## src/rtl/dac_feed_pkg.sv

```systemverilog
// ---------------------------------------------------------------------------
// dac_feed_pkg : shared types and constants for the DAC sample feeder
// Revision     : 1.0
// ---------------------------------------------------------------------------
`default_nettype none

package dac_feed_pkg;
   typedef enum logic [1:0] {IDLE, START, WAIT} feed_state_t;
   localparam logic [15:0] UNDERRUN_MAX = 16'hFFFF;
endpackage

`default_nettype wire

```

## src/rtl/Counter.sv

```systemverilog
// ---------------------------------------------------------------------------
// Counter : modulo-M counter, co pulses in the last count of each period
// Revision: 1.0
// ---------------------------------------------------------------------------
`default_nettype none

module Counter #(
   parameter int M = 1000
) (
   input  logic clk,
   input  logic rst,
   input  logic en,
   output logic co
);
   localparam int W = $clog2(M);
   localparam logic [W-1:0] LAST = W'(M - 1);

   logic [W-1:0] cnt;

   // Disabling the counter parks it at zero so a resumed period is full length.
   always_ff @(posedge clk) begin
      if (rst || !en)
         cnt <= '0;
      else if (cnt == LAST)
         cnt <= '0;
      else
         cnt <= cnt + 1'b1;
   end

   assign co = en & (cnt == LAST);
endmodule

`default_nettype wire

```

## src/rtl/sync_fifo.sv

```systemverilog
// ---------------------------------------------------------------------------
// sync_fifo : single-clock FIFO with fall-through head and occupancy output
// Revision  : 1.0
// ---------------------------------------------------------------------------
`default_nettype none

module sync_fifo #(
   parameter int WIDTH = 16,
   parameter int DEPTH = 16
) (
   input  logic                     clk,
   input  logic                     rst,
   input  logic                     wr_en,
   input  logic [WIDTH-1:0]         wr_data,
   input  logic                     rd_en,
   output logic [WIDTH-1:0]         rd_data,
   output logic                     full,
   output logic                     empty,
   output logic [$clog2(DEPTH):0]   level
);
   localparam int AW = $clog2(DEPTH);
   localparam logic [AW:0] FULL_LVL = DEPTH[AW:0];

   logic [WIDTH-1:0] mem [DEPTH];
   logic [AW:0]      wptr;
   logic [AW:0]      rptr;

   // The extra pointer bit distinguishes full from empty.
   always_ff @(posedge clk) begin
      if (rst) begin
         wptr <= '0;
         rptr <= '0;
      end else begin
         if (wr_en && !full)
            wptr <= wptr + 1'b1;
         if (rd_en && !empty)
            rptr <= rptr + 1'b1;
      end
   end

   always_ff @(posedge clk) begin
      if (wr_en && !full)
         mem[wptr[AW-1:0]] <= wr_data;
   end

   assign level   = wptr - rptr;
   assign full    = (level == FULL_LVL);
   assign empty   = (level == '0);
   assign rd_data = mem[rptr[AW-1:0]];
endmodule

`default_nettype wire

```

## src/rtl/dac_sample_feeder.sv

```systemverilog
// ---------------------------------------------------------------------------
// dac_sample_feeder : paces FIFO-buffered samples into the DAC serial driver
// Revision          : 1.0
// ---------------------------------------------------------------------------
`default_nettype none

module dac_sample_feeder
   import dac_feed_pkg::*;
#(
   parameter int BITS               = 16,
   parameter int DEPTH              = 16,
   parameter int RATE_DIV           = 1000,
   parameter int REPEAT_ON_UNDERRUN = 1
) (
   input  logic                   clk,
   input  logic                   rst,
   input  logic                   en,
   input  logic [BITS-1:0]        s_data,
   input  logic                   s_valid,
   output logic                   s_ready,
   output logic [$clog2(DEPTH):0] level,
   output logic                   dac_start,
   output logic [BITS-1:0]        dac_data,
   input  logic                   dac_busy,
   output logic [15:0]            underrun_cnt,
   output logic                   late,
   input  logic                   clr_err
);
   feed_state_t     state;
   logic            tick;
   logic            full;
   logic            empty;
   logic [BITS-1:0] head;
   logic            pop;
   logic            late_ev;
   logic            under_ev;
   logic [15:0]     ucnt_base;
   logic [15:0]     ucnt_next;

   Counter #(.M(RATE_DIV)) u_timer (
      .clk (clk),
      .rst (rst),
      .en  (en),
      .co  (tick)
   );

   sync_fifo #(.WIDTH(BITS), .DEPTH(DEPTH)) u_fifo (
      .clk     (clk),
      .rst     (rst),
      .wr_en   (s_valid),
      .wr_data (s_data),
      .rd_en   (pop),
      .rd_data (head),
      .full    (full),
      .empty   (empty),
      .level   (level)
   );

   assign s_ready = ~full;

   // A busy driver outranks everything else at a tick, even in IDLE.
   assign late_ev  = tick & ((state != IDLE) | dac_busy);
   assign pop      = tick & (state == IDLE) & ~dac_busy & ~empty;
   assign under_ev = tick & (state == IDLE) & ~dac_busy & empty;

   // A new event in the same cycle as clr_err survives the clear.
   assign ucnt_base = clr_err ? 16'd0 : underrun_cnt;
   assign ucnt_next = (under_ev && ucnt_base != UNDERRUN_MAX) ? ucnt_base + 16'd1 : ucnt_base;

   always_ff @(posedge clk) begin
      if (rst) begin
         state        <= IDLE;
         dac_start    <= 1'b0;
         dac_data     <= '0;
         underrun_cnt <= '0;
         late         <= 1'b0;
      end else begin
         dac_start    <= 1'b0;
         underrun_cnt <= ucnt_next;
         late         <= late_ev | (late & ~clr_err);
         case (state)
            IDLE: begin
               if (pop) begin
                  dac_data  <= head;
                  dac_start <= 1'b1;
                  state     <= START;
               end else if (under_ev && REPEAT_ON_UNDERRUN != 0) begin
                  dac_start <= 1'b1;
                  state     <= START;
               end
            end
            START: state <= WAIT;
            WAIT: begin
               if (!dac_busy)
                  state <= IDLE;
            end
            default: state <= IDLE;
         endcase
      end
   end
endmodule

`default_nettype wire

```

## config.mk

```make
export PLATFORM = sky130hd
export DESIGN_NAME = dac_sample_feeder
export DESIGN_NICKNAME = d
export VERILOG_FILES = /design/src/rtl/dac_feed_pkg.sv /design/src/rtl/Counter.sv /design/src/rtl/sync_fifo.sv /design/src/rtl/dac_sample_feeder.sv
export SDC_FILE = /design/constraint.sdc
export NUM_CORES = 1
export LEC_CHECK = 0
export CELL_PAD_IN_SITES_DETAIL_PLACEMENT = 1
export CELL_PAD_IN_SITES_GLOBAL_PLACEMENT = 2
export CORE_MARGIN = 2
export CORE_UTILIZATION = 45
export DETAILED_ROUTE_END_ITERATION = 6
export GPL_TIMING_DRIVEN = 0
export PLACE_DENSITY_LB_ADDON = 0.05
export RECOVER_POWER = 50
export SLEW_MARGIN = 30
export SYNTH_ARGS = -nofsm -noshare
export SYNTH_HDL_FRONTEND = slang
export SYNTH_SLANG_ARGS = --single-unit
```

## constraint.sdc

```tcl
create_clock -name clk -period 4.4 [get_ports clk]
set_input_delay 0.44 -clock clk [delete_from_list [all_inputs] [get_ports clk]]
set_output_delay 0.44 -clock clk [all_outputs]
set_load 0.05 [all_outputs]
```

# Word-level counts from Yosys, hierarchy flattened
# Memories as Yosys holds them, arrays and structs flattened. A register that Yosys moved wholly into a read port is not among the register bits.
# Index checks and enable logic that the tools add are counted.
[word_totals] ram_bits=256 output_inout_bits=40 inputBits=22 ff_bits=40 memories=1 word_cells=58
[memory_table] memory="u_fifo.mem" depth=16 width=16 rd=1 rd_ports_with_merged_regs=1 wr=1 line_no="sync_fifo.sv:24" rtl="logic [WIDTH-1:0] mem [DEPTH];"
[classes] addsub=5 n_reduce_logical=14 bitwise_logic=14 eq_ne=7 muxes=10
[op_table] cell="16-bit two-way mux" count=2
[op_table] cell="16-bit by 1-bit adder with 16-bit output (second input constant)" count=1
[op_table] cell="16-bit inequality test (second input constant)" count=1
[op_table] cell="10-bit by 1-bit adder with 10-bit output (second input constant)" count=1
[op_table] cell="5-bit by 1-bit adder with 5-bit output (second input constant)" count=2
[op_table] cell="10-bit == test (second input constant)" count=1
[op_table] cell="1-bit AND" count=7
[op_table] cell="2-bit two-way mux" count=3
[op_table] cell="2-bit one-hot mux with 3 select lines" count=1
[op_table] cell="5-bit == test (second input constant)" count=1
[op_table] cell="5-bit logical NOT" count=1
[op_table] cell="1-bit NOT" count=5
[op_table] cell="5-bit subtractor" count=1
[op_table] cell="1-bit two-way mux" count=4
[op_table] cell="2-bit AND reduction" count=2
[op_table] cell="2-bit OR reduction" count=2
[op_table] cell="1-bit logical AND" count=3
[op_table] cell="1-bit logical NOT" count=3
[op_table] cell="3-bit by 2-bit inequality test with 1-bit output (second input constant)" count=1
[op_table] cell="2-bit by 1-bit == test with 1-bit output (second input constant)" count=1
[op_table] cell="2-bit == test (second input constant)" count=1
[op_table] cell="2-bit logical NOT" count=1
[op_table] cell="2-bit inequality test (second input constant)" count=1
[op_table] cell="1-bit bitwise OR" count=2
[op_table] cell="2 further kinds" count=2

# Logic depth before layout (Yosys ltp)
# Gate-level depths: netlist (run 1).
[logic_depth] ltp_word=8 mapped_depth=11 depth_no_buf=9

# Modules after synthesis
# From an unflattened synthesis (run 1), not the netlist that was laid out.
[hier_totals] cells_unflattened=714 hier_area_um2=12605.8
[modules_own_cells] mod="sync_fifo" area_per_inst_um2=10550.1 cells_per_inst=466 instances=1 seq_area_each_um2=7967.6
[modules_own_cells] mod="dac_sample_feeder" area_per_inst_um2=1595.3 cells_per_inst=196 instances=1 seq_area_each_um2=720.7
[modules_own_cells] mod="Counter" area_per_inst_um2=460.4 cells_per_inst=52 instances=1 seq_area_each_um2=200.2

# Worst setup path after synthesis (run 1)
# Ideal clock, no wire load.
[synth_timing] path_kind="reg2reg" from="register u_fifo.rptr[1]" to="register u_fifo.wptr[4]" setup_slack_ns=-0.336 period_less_slack_ns=4.736 arrival_ns=4.616 stages_incl_launch_ff=10 path_buffers=2 t_required_ns=4.279 setup_time_ns=0.121 cell_sequence="dfxtp_1 buf_1 buf_1 inv_1 fa_1 xor2_1 nand4b_1 a211oi_1 nor3b_1 mux2_2"
[synth_between] elab_chain_cells=4
[synth_lines] element="from (decl)" line_no="sync_fifo.sv:26" rtl="logic [AW:0] rptr;"
[synth_lines] element="from (signal assigned)" line_no="sync_fifo.sv:37" rtl="rptr <= rptr + 1'b1;"
[synth_lines] element="5-bit subtractor" line_no="sync_fifo.sv:46" rtl="assign level = wptr - rptr;"
[synth_lines] element="named net level[2]" line_no="dac_sample_feeder.sv:21" rtl="output logic [$clog2(DEPTH):0] level,"
[synth_lines] element="5-bit == test" line_no="sync_fifo.sv:47" rtl="assign full = (level == FULL_LVL);"
[synth_lines] element="1-bit logical NOT" line_no="sync_fifo.sv:34" rtl="if (wr_en && !full)"
[synth_lines] element="1-bit logical AND" line_no="sync_fifo.sv:34"
[synth_lines] element="to (signal assigned)" line_no="sync_fifo.sv:35" rtl="wptr <= wptr + 1'b1;"
[synth_lines] element="to (decl)" line_no="sync_fifo.sv:25" rtl="logic [AW:0] wptr;"
# The timed path passes the listed nets, and every way through them passes these cells.
# A chain may end at the register's enable or synchronous reset.

# Worst setup path in the final report (run 1)
[layout_timing] from="register u_fifo.rptr[1]" to="memory u_fifo.mem[5][6] (enable)"
[layout_between] elab_chain_cells=6
[layout_lines] element="5-bit subtractor" line_no="sync_fifo.sv:46"
[layout_lines] element="5-bit == test" line_no="sync_fifo.sv:47"
[layout_lines] element="1-bit logical NOT" line_no="sync_fifo.sv:42" rtl="if (wr_en && !full)"
[layout_lines] element="1-bit logical AND" line_no="sync_fifo.sv:42"
[layout_lines] element="1-bit two-way mux" line_no="sync_fifo.sv:42"
[layout_lines] element="1-bit two-way mux (not written as such)" line_no="sync_fifo.sv:43" rtl="mem[wptr[AW-1:0]] <= wr_data;"
[layout_lines] element="to (decl)" line_no="sync_fifo.sv:24"
# No other way between the ends.

==> flow_summary.ini, run 1 <==
[floorplanning]
ios = 62
dieHeight_um = 171
initial_core_util = 0.453
rows = 61
dieArea_sq_um = 29200
die_x_um = 171
core_sq_um = 27600

[detailed_routing]
wl_per_cell_um = 24.8
wirelength_mm = 31.4
drt-initial-drc-count = 512
via_per_inst = 5.69
detail_route.first_pass.iterations = 5
drcViolationCount = 0
vias = 7176
ant_nets = 0

[setup_path]
crit_path_top_delay_cell = and3_2
cpPeakStageDelay_ps = 640
crit_start = u_fifo.rptr[1]
rr_startpoint = u_fifo.rptr[1]
startpoint_type = flop
cp.arrival_ps = 4350
r2r_slack_ps = 200
crit_chain = buf_2 -> buf_4 -> inv_1 -> fa_1 -> xor2_1 -> nand4b_1 -> a211oi_4 -> nor2b_1 -> clkbuf_1 -> and3_2
worstReg2RegEnd = u_fifo.mem[5][6]
r2r_cells = 10
endpoint_kind = flop
cp.required_ps = 4540
cp_max_fo = 16
crit_path_end = u_fifo.mem[5][6]
critPathKind = reg -> reg

[placement]
hpwlAfterDp_mm = 20.7
port_buffers = 61
gp_congestion = 0.827
place_ws_ps = -834

[yosys]
yosysSeqAreaShare = 0.703
netlist_area_sq_um = 12500
synth_edf_count = 256
synth_compound_area_frac = 0.0593
synth_cells = 758
synthArstFlopShare = 0
synth-seq-cells = 312
synth-main-ff-cell = edfxtp_1
ys_types = 52
yosys_warnings = 0
synth_mux_area_frac = 0.122
synthSimpleGateAreaFrac = 0.0785
synthAdderAreaFrac = 0.0126
synth_area_per_cell_sq_um = 16.5
synth_top_family_by_area = multiplexers
syn_nets = 792
synthXorXnorAreaFrac = 0.00769

[sta]
tightest_slew_ps = 884
min_period_over_period = 0.955
fin_setup_tns_ps = 0
finalWorstSetupSlack_ps = 199
setup-violations-final = 0
period_needed_ps = 4200
finClkSkew_ps = 16.7
clock.fmax_mhz = 238
hold_viol_final = 0
max_slew_margin = 0.410
rsz0062_at_grt = false
slew_viol_final = 0

[job]
max-cap-violations = 0

[clock_network]
clk_path_buf_depth = 3
numCtsBuffers = 35
cts.sinks = 312
cts_max_level = 2
path_clk_slew_ps = 60
cts-root-buf = clkbuf_16
cts_hold_buffers = 0
insertion_delay_ps = 510
cts_tree = built

[cells_and_area]
drive_gt1_frac = 0.178
mostFrequentLayoutCell = edfxtp_1
n_antenna_cell = 0
area_growth_syn_to_layout_pct = 18.4
fin_nets = 893
final_cell_mix = edfxtp_1 (256), mux4_2 (64), dfxtp_1 (56)

[power_and_ir_drop]
ir_drop_uv = 334
leakage_nw = 4.79
powerDensity_nw_per_um2 = 424

[worst_hold_path]
hp-class = reg -> reg

[global_route]
grt_max_degree = 17
grt_pass1_wl_mm = 47.3
grt_overflow_total = 0
antenna_found_initial = 0
grt_usage = 0.222
grt_pass1_vias = 7583

[outcome]
status = completed
## kinds of logic (layout without fill, tap and decap cells)
logic type | Yosys count | count (layout)
buffers and inverters | 55 | 181
muxes | 72 | 72
adders and majority gates | 12 | 12
and+or+nand+nor | 177 | 177
AOI/OAI and AO/OA | 119 | 119
DFF | 312 | 312
xor gates and xnor gates | 11 | 11
## registers in the layout, summed over array words and instances (netlist names)
register	count
dac_data	16
dac_start	1
late	1
state	2
u_fifo.mem	256
u_fifo.rptr	5
u_fifo.wptr	5
u_timer.cnt	10
underrun_cnt	16
## worst max-delay path: cells and delay by family (launching register included)
kind	cells	cell delay, ps
buf+inv	4	1140
fa+ha+maj	1	470
xor+xnor	1	280
flops	1	440
compound gates	1	140
simple gates	3	1310
## area by class of cell
class                           instances  area, sq um
Timing Repair Buffer                   64          663
Multi-Input combinational cell        391         3580
Sequential cell                       312         8810
Inverter                               12         45.0
Buffer                                 43          175
Clock inverter                         24          209
Clock buffer                           38          887
Fill cell                            2601        12800
Tap cell                              378          473
## Yosys cell counts (5+ instances only)
cell      instances  area share
buf_1             6      0.0018
dfxtp_1          56       0.089
and3_1           17      0.0085
buf_2             5      0.0020
xnor2_1           5      0.0035
xor2_1            6      0.0042
a21oi_1          41       0.016
or4_1             6      0.0036
o21ai_0          23      0.0092
or3_1             6      0.0030
nand2_1          30      0.0090
edfxtp_1        256        0.61
nor2_1           24      0.0072
nor3_1            8      0.0032
clkbuf_1         32      0.0096
and2_1            5      0.0025
nand4_1           8      0.0040
mux4_2           64        0.12
o31ai_1           8      0.0048
a22oi_1          32       0.019
nand3_1          32       0.013
nor2b_1          13      0.0065
ha_1             11       0.011
inv_1            11      0.0033
## through the flow
| stage | util | hold WS (ps) | instances | cell area (sq um) | power [mW] |
|---|---|---|---|---|---|
| after CTS | 0.537 | 456 | 1262 | 14800 | 6.35 |
| after global routing | 0.537 | 488 | 1262 | 14800 | 6.48 |
| after global placement | 0.493 | 425 | 1197 | 13600 | 3.54 |
| after detailed placement | 0.497 | 448 | 1200 | 13700 | 3.55 |
| after floorplan | - | 413 | 758 | 12500 | 3.42 |
| final | 0.537 | 465 | 1262 | 14800 | 6.29 |
## metal layers
metal,global-route usage,part of all wire,up-vias
met5,0,0,-
met2,0.384,0.51,175
met1,0.297,0.43,3712
li1,-,-,3237
met4,0.0601,0.022,0
met3,0.0312,0.040,52
## what timing repair did
action / in CTS / in global routing
setup buffers: 0 / 0
setup endpoints to repair: 288 / 1
pin swaps: 0 / 1
resized for setup: 7 / 0
gates cloned: 0 / 0
## where the power goes
group / internal [mW] / total (mW) / switching, mW
Combinational: 0.0671 / 0.248 / 0.181
Clock: 1.64 / 2.80 / 1.16
Sequential: 3.23 / 3.24 / 0.0110
## worst min-delay path by stage
stage | start | endpoint | slack, ps | depth (start not counted)
after floorplan | u_timer.cnt[0] | u_timer.cnt[0] | 410 | 1
after global placement | u_timer.cnt[0] | u_timer.cnt[0] | 430 | 1
after detailed placement | u_timer.cnt[0] | u_timer.cnt[0] | 450 | 1
after CTS | u_timer.cnt[0] | u_timer.cnt[0] | 460 | 1
after global routing | late | late | 490 | 2
final | late | late | 460 | 2
Note: power is estimated with default switching activity, not from simulation.
==> inputs of run 2 (changes only) <==
--- a/config.mk
+++ b/config.mk
@@ -9,6 +9,7 @@
 export CELL_PAD_IN_SITES_GLOBAL_PLACEMENT = 2
 export CORE_MARGIN = 2
 export CORE_UTILIZATION = 45
+export CTS_CLUSTER_DIAMETER = 60
 export DETAILED_ROUTE_END_ITERATION = 6
 export GPL_TIMING_DRIVEN = 0
 export PLACE_DENSITY_LB_ADDON = 0.05
==> run 2 against run 1 <==
  * Sequential power barely moved
  * Combinational power barely moved
  * Register-to-register slack improved by 20 ps
  * Maximum frequency rose by 0.59%
  * Critical path depth did not move
  * Die area did not move
  * Final area barely moved
  * First-iteration DRC count rose by 1.4%
  * Clock power barely moved
  * Sequential cell count did not move
  * Hold slack got worse by 3.2 ps
  * Clock skew rose by 2.9 ps
  * Critical path type unchanged
  * Largest power group unchanged
==> flow_summary.ini, run 2 (synthesized netlist as in run 1, its figures left out) <==
[job]
max-cap-violations = 0

[clock_network]
path_clk_slew_ps = 60
clk_path_buf_depth = 3
cts.sinks = 312
cts_tree = built
cts-root-buf = clkbuf_16
insertion_delay_ps = 510
cts_hold_buffers = 0
cts_max_level = 2
numCtsBuffers = 35

[floorplanning]
dieHeight_um = 171
rows = 61
die_x_um = 171
dieArea_sq_um = 29200
initial_core_util = 0.453
core_sq_um = 27600
ios = 62

[detailed_routing]
drt-initial-drc-count = 519
routed-wl-met3_mm = 1.13
highest_layer = met4
detail_route.first_pass.iterations = 5
wl_met1_mm = 13.6
vias = 7225
drcViolationCount = 0
wl_met2_mm = 15.9
via_per_inst = 5.72
wirelength_mm = 31.3
ant_nets = 0
wl_per_cell_um = 24.8

[cells_and_area]
stdcell_count = 1263
largest_reg_flops = 256
n_antenna_cell = 0
mostFrequentLayoutCell = edfxtp_1
final_cell_mix = edfxtp_1 (256), mux4_2 (64), dfxtp_1 (56)
post-route-util = 0.537
fin_nets = 894
area_growth_syn_to_layout_pct = 18.5
drive_gt1_frac = 0.177

[setup_path]
cp.required_ps = 4540
critPathKind = reg -> reg
r2r_slack_ps = 220
startpoint_type = flop
cp.arrival_ps = 4320
worstReg2RegEnd = u_fifo.mem[5][6]
cp_max_fo = 16
rr_startpoint = u_fifo.rptr[1]
endpoint_kind = flop
r2r_cells = 10

[global_route]
grt_usage = 0.222
grt_pass1_wl_mm = 47.2
grt_max_degree = 17
antenna_found_initial = 0
grt_pass1_vias = 7595
grt_overflow_total = 0

[placement]
hpwlAfterDp_mm = 20.7
port_buffers = 61
gp_congestion = 0.827
place_ws_ps = -834
dp.cells = 1200

[sta]
hold_viol_final = 0
tightest_slew_ps = 881
period_needed_ps = 4180
finClkSkew_ps = 19.6
max_slew_margin = 0.413
min_period_over_period = 0.949
finalWorstSetupSlack_ps = 224
clock.fmax_mhz = 239
slew_viol_final = 0
rsz0062_at_grt = false
setup-violations-final = 0

[worst_hold_path]
worstHoldEndpoint = late
min_path_cells = 2
hp-class = reg -> reg
min-delay-start = late

[power_and_ir_drop]
ir_drop_uv = 336
power_mw = 6.30
powerDensity_nw_per_um2 = 424
leakage_nw = 4.80

[outcome]
status = completed
-- run 2: layout make-up --
cell class              instances  area [sq um]
fillers                      2600         12800
flip-flops and latches        312          8810
multi-input cells             391          3580
clock buffers                  41           898
repair buffers                 65           671
well taps                     378           473
clock inverters                21           201
plain buffers                  43           175
inverters                      12          45.0
-- run 2: metal layers --
layer / up-vias / track usage
li1: 3240 / -
met5: - / 0
met2: 182 / 0.382
met1: 3754 / 0.297
met3: 49 / 0.0296
met4: 0 / 0.0637
-- run 2: stage by stage --
stage | TNS, ps | hold slack [ps] | instance area (sq um)
CTS | 0 | 456 | 14800
detailed placement | -127240 | 448 | 13700
floorplan | 0 | 413 | 12500
finish | 0 | 461 | 14900
global route | 0 | 488 | 14900
global placement | -205360 | 425 | 13600
-- run 2: repair_timing --
action / in CTS / in global routing
buffers inserted: 0 / 1
resized for setup: 6 / 1
pin swaps: 0 / 1
endpoints found under the setup margin: 288 / 130
-- run 2: worst max-delay path, cell delays in order, from the launching register on --
cell and delay (ps):
dfxtp_1 420, buf_2 350, clkbuf_4 350, inv_1 130
fa_1 480, xor2_1 300, nand4b_1 240, a211oi_4 130
nor2b_1 390, clkbuf_1 360, and3_2 640
-- run 2: power by group --
group          internal (mW)  total [mW]  switching (mW)
Combinational         0.0672       0.249           0.181
Clock                   1.65        2.81            1.16
Sequential              3.23        3.24          0.0110
Total                   4.95        6.30            1.35
-- run 2: worst max-delay path by stage --
stage	slack, ps	from	end	cells past startpoint
6_report	220	u_fifo.rptr[1]	u_fifo.mem[5][6]	10
3_5_place_dp	-830	u_fifo.rptr[1]	u_fifo.mem[9][4]	10
4_1_cts	9	u_fifo.rptr[1]	s_ready	9
3_3_place_gp	-1240	u_fifo.rptr[1]	u_fifo.mem[7][2]	9
5_1_grt	10	u_fifo.rptr[1]	u_fifo.mem[5][6]	10
2_1_floorplan	50	u_fifo.rptr[1]	u_fifo.mem[11][0]	9
==> inputs of run 3 (changes only) <==
--- a/config.mk
+++ b/config.mk
@@ -14,7 +14,7 @@
 export GPL_TIMING_DRIVEN = 0
 export PLACE_DENSITY_LB_ADDON = 0.05
 export RECOVER_POWER = 50
-export SLEW_MARGIN = 30
+export SLEW_MARGIN = 20
 export SYNTH_ARGS = -nofsm -noshare
 export SYNTH_HDL_FRONTEND = slang
 export SYNTH_SLANG_ARGS = --single-unit
==> run 3 against run 2 <==
  * Final cell count up 0.32%
  * Count of clock-buffer cells in the layout up 4
  * Via count is 0.35% higher
  * Register-to-register slack gained 30 ps
  * Setup slack got worse by 15 ps
  * Utilization is 0.53 points higher
  * Combinational power is essentially flat
  * Sequential power about the same
  * Global-route usage grew 0.55 points
  * Critical endpoint is now s_ready
  * Highest routed layer unchanged
==> flow_summary.ini, run 3 (synthesized netlist as in run 1, its figures left out) <==
[outcome]
status = completed

[setup_path]
cp_max_fo = 10
critPathKind = reg -> out
cp.arrival_ps = 3750
rr_startpoint = u_fifo.rptr[1]
endpoint_kind = output port
startpoint_type = flop
crit_start = u_fifo.rptr[1]
r2r_cells = 10
r2r_slack_ps = 250
cp.required_ps = 3960
worstReg2RegEnd = u_fifo.mem[12][2]

[sta]
slew_viol_final = 0
finalWorstSetupSlack_ps = 209
tightest_slew_ps = 1150
setup-violations-final = 0
clock.fmax_mhz = 239
period_needed_ps = 4190
hold_viol_final = 0
finClkSkew_ps = 16.2
max_slew_margin = 0.236
rsz0062_at_grt = false
min_period_over_period = 0.953
hold_ws_ps = 453

[cells_and_area]
n_antenna_cell = 0
multi_input_area_sq_um = 3560
stdcell_count = 1267
area_growth_syn_to_layout_pct = 19.7
drive_gt1_frac = 0.178
largest_reg_flops = 256
final_cell_mix = edfxtp_1 (256), mux4_2 (64), dfxtp_1 (56)
fill_cells = 2558
regArea_sq_um = 8810
fin_nets = 896
mostFrequentLayoutCell = edfxtp_1

[clock_network]
numCtsBuffers = 36
cts.sinks = 312
cts_max_level = 2
insertion_delay_ps = 530
cts_tree = built
cts-root-buf = clkbuf_16
path_clk_slew_ps = 60
clk_path_buf_depth = 3

[global_route]
grt_pass1_vias = 7666
antenna_found_initial = 0
grt.met1_usage = 0.297
grt_overflow_total = 0
grt_usage = 0.227
grt_max_degree = 17
grt_pass1_wl_mm = 48.1
met2_usage = 0.394
grtUsageMet3 = 0.0308
busiest_layer = met2

[job]
max-cap-violations = 0

[placement]
place_ws_ps = -1260
port_buffers = 61
hpwlAfterDp_mm = 20.6
gp_congestion = 0.827
dp.cells = 1200

[worst_hold_path]
min-delay-start = u_timer.cnt[0]
min_path_cells = 1
hp-class = reg -> reg
worstHoldEndpoint = u_timer.cnt[0]

[detailed_routing]
wirelength_mm = 32.1
drcViolationCount = 0
ant_nets = 0
via_per_inst = 5.72
detail_route.first_pass.iterations = 7
vias = 7250
wl_per_cell_um = 25.3
drt-initial-drc-count = 612

[floorplanning]
core_sq_um = 27600
dieArea_sq_um = 29200
dieHeight_um = 171
initial_core_util = 0.453
ios = 62
rows = 61
die_x_um = 171

[power_and_ir_drop]
powerDensity_nw_per_um2 = 444
power_mw = 6.66
ir_drop_uv = 467
leakage_nw = 4.87
==> run 3: timing repair <==
item / CTS / global route
setup buffers: 0 / 2
pin swaps: 1 / 1
hold buffers: 0 / 0
setup endpoints to repair: 298 / 141
resized for setup: 11 / 2
hold endpoints to repair: 0 / 0
==> run 3: area by class of cell <==
type | instances | share of cell area
clock buffers | 45 | 0.0652
well taps | 378 | 0.0315
inverters | 12 | 0.00300
clock inverters | 20 | 0.0190
multi-input cells | 391 | 0.238
repair buffers | 66 | 0.0444
plain buffers | 43 | 0.0118
flip-flops and latches | 312 | 0.587
==> run 3: report_power, final <==
| group | switching, mW | internal, mW |
|---|---|---|
| Clock | 1.22 | 1.95 |
| Combinational | 0.181 | 0.0675 |
| Sequential | 0.0109 | 3.23 |
| Total | 1.42 | 5.24 |
==> run 3: layer usage <==
metal / wire (um) / share of wire / up-vias
met2: 16300 / 0.51 / 185
met3: 1230 / 0.038 / 57
met5: 0 / 0 / -
met4: 976 / 0.030 / 0
met1: 13600 / 0.42 / 3763
li1: - / - / 3245
==> run 3: worst max path at each step <==
stage | depth (start not counted) | to | slack (ps)
2_1_floorplan | 9 | u_fifo.mem[11][0] | 50
5_1_grt | 9 | s_ready | 50
4_1_cts | 9 | s_ready | 4
3_5_place_dp | 10 | u_fifo.mem[12][1] | -1260
6_report | 9 | s_ready | 210
3_3_place_gp | 9 | u_fifo.mem[7][2] | -1240
==> run 3: stage by stage <==
stage / utilization / instance area (sq um) / TNS (ps)
2_1_floorplan: - / 12500 / 0
3_3_place_gp: 0.493 / 13600 / -205360
3_5_place_dp: 0.495 / 13700 / -244520
4_1_cts: 0.542 / 15000 / 0
5_1_grt: 0.543 / 15000 / 0
6_report: 0.543 / 15000 / 0
==> run 3: critical path, cell delays in order (launching register included) <==
cell,delay (ps)
dfxtp_1,470
clkbuf_4,320
clkbuf_4,310
inv_1,120
fa_1,550
nor3b_1,260
nand4b_1,240
a211oi_4,450
inv_1,70
dlygate4sd2_1,430
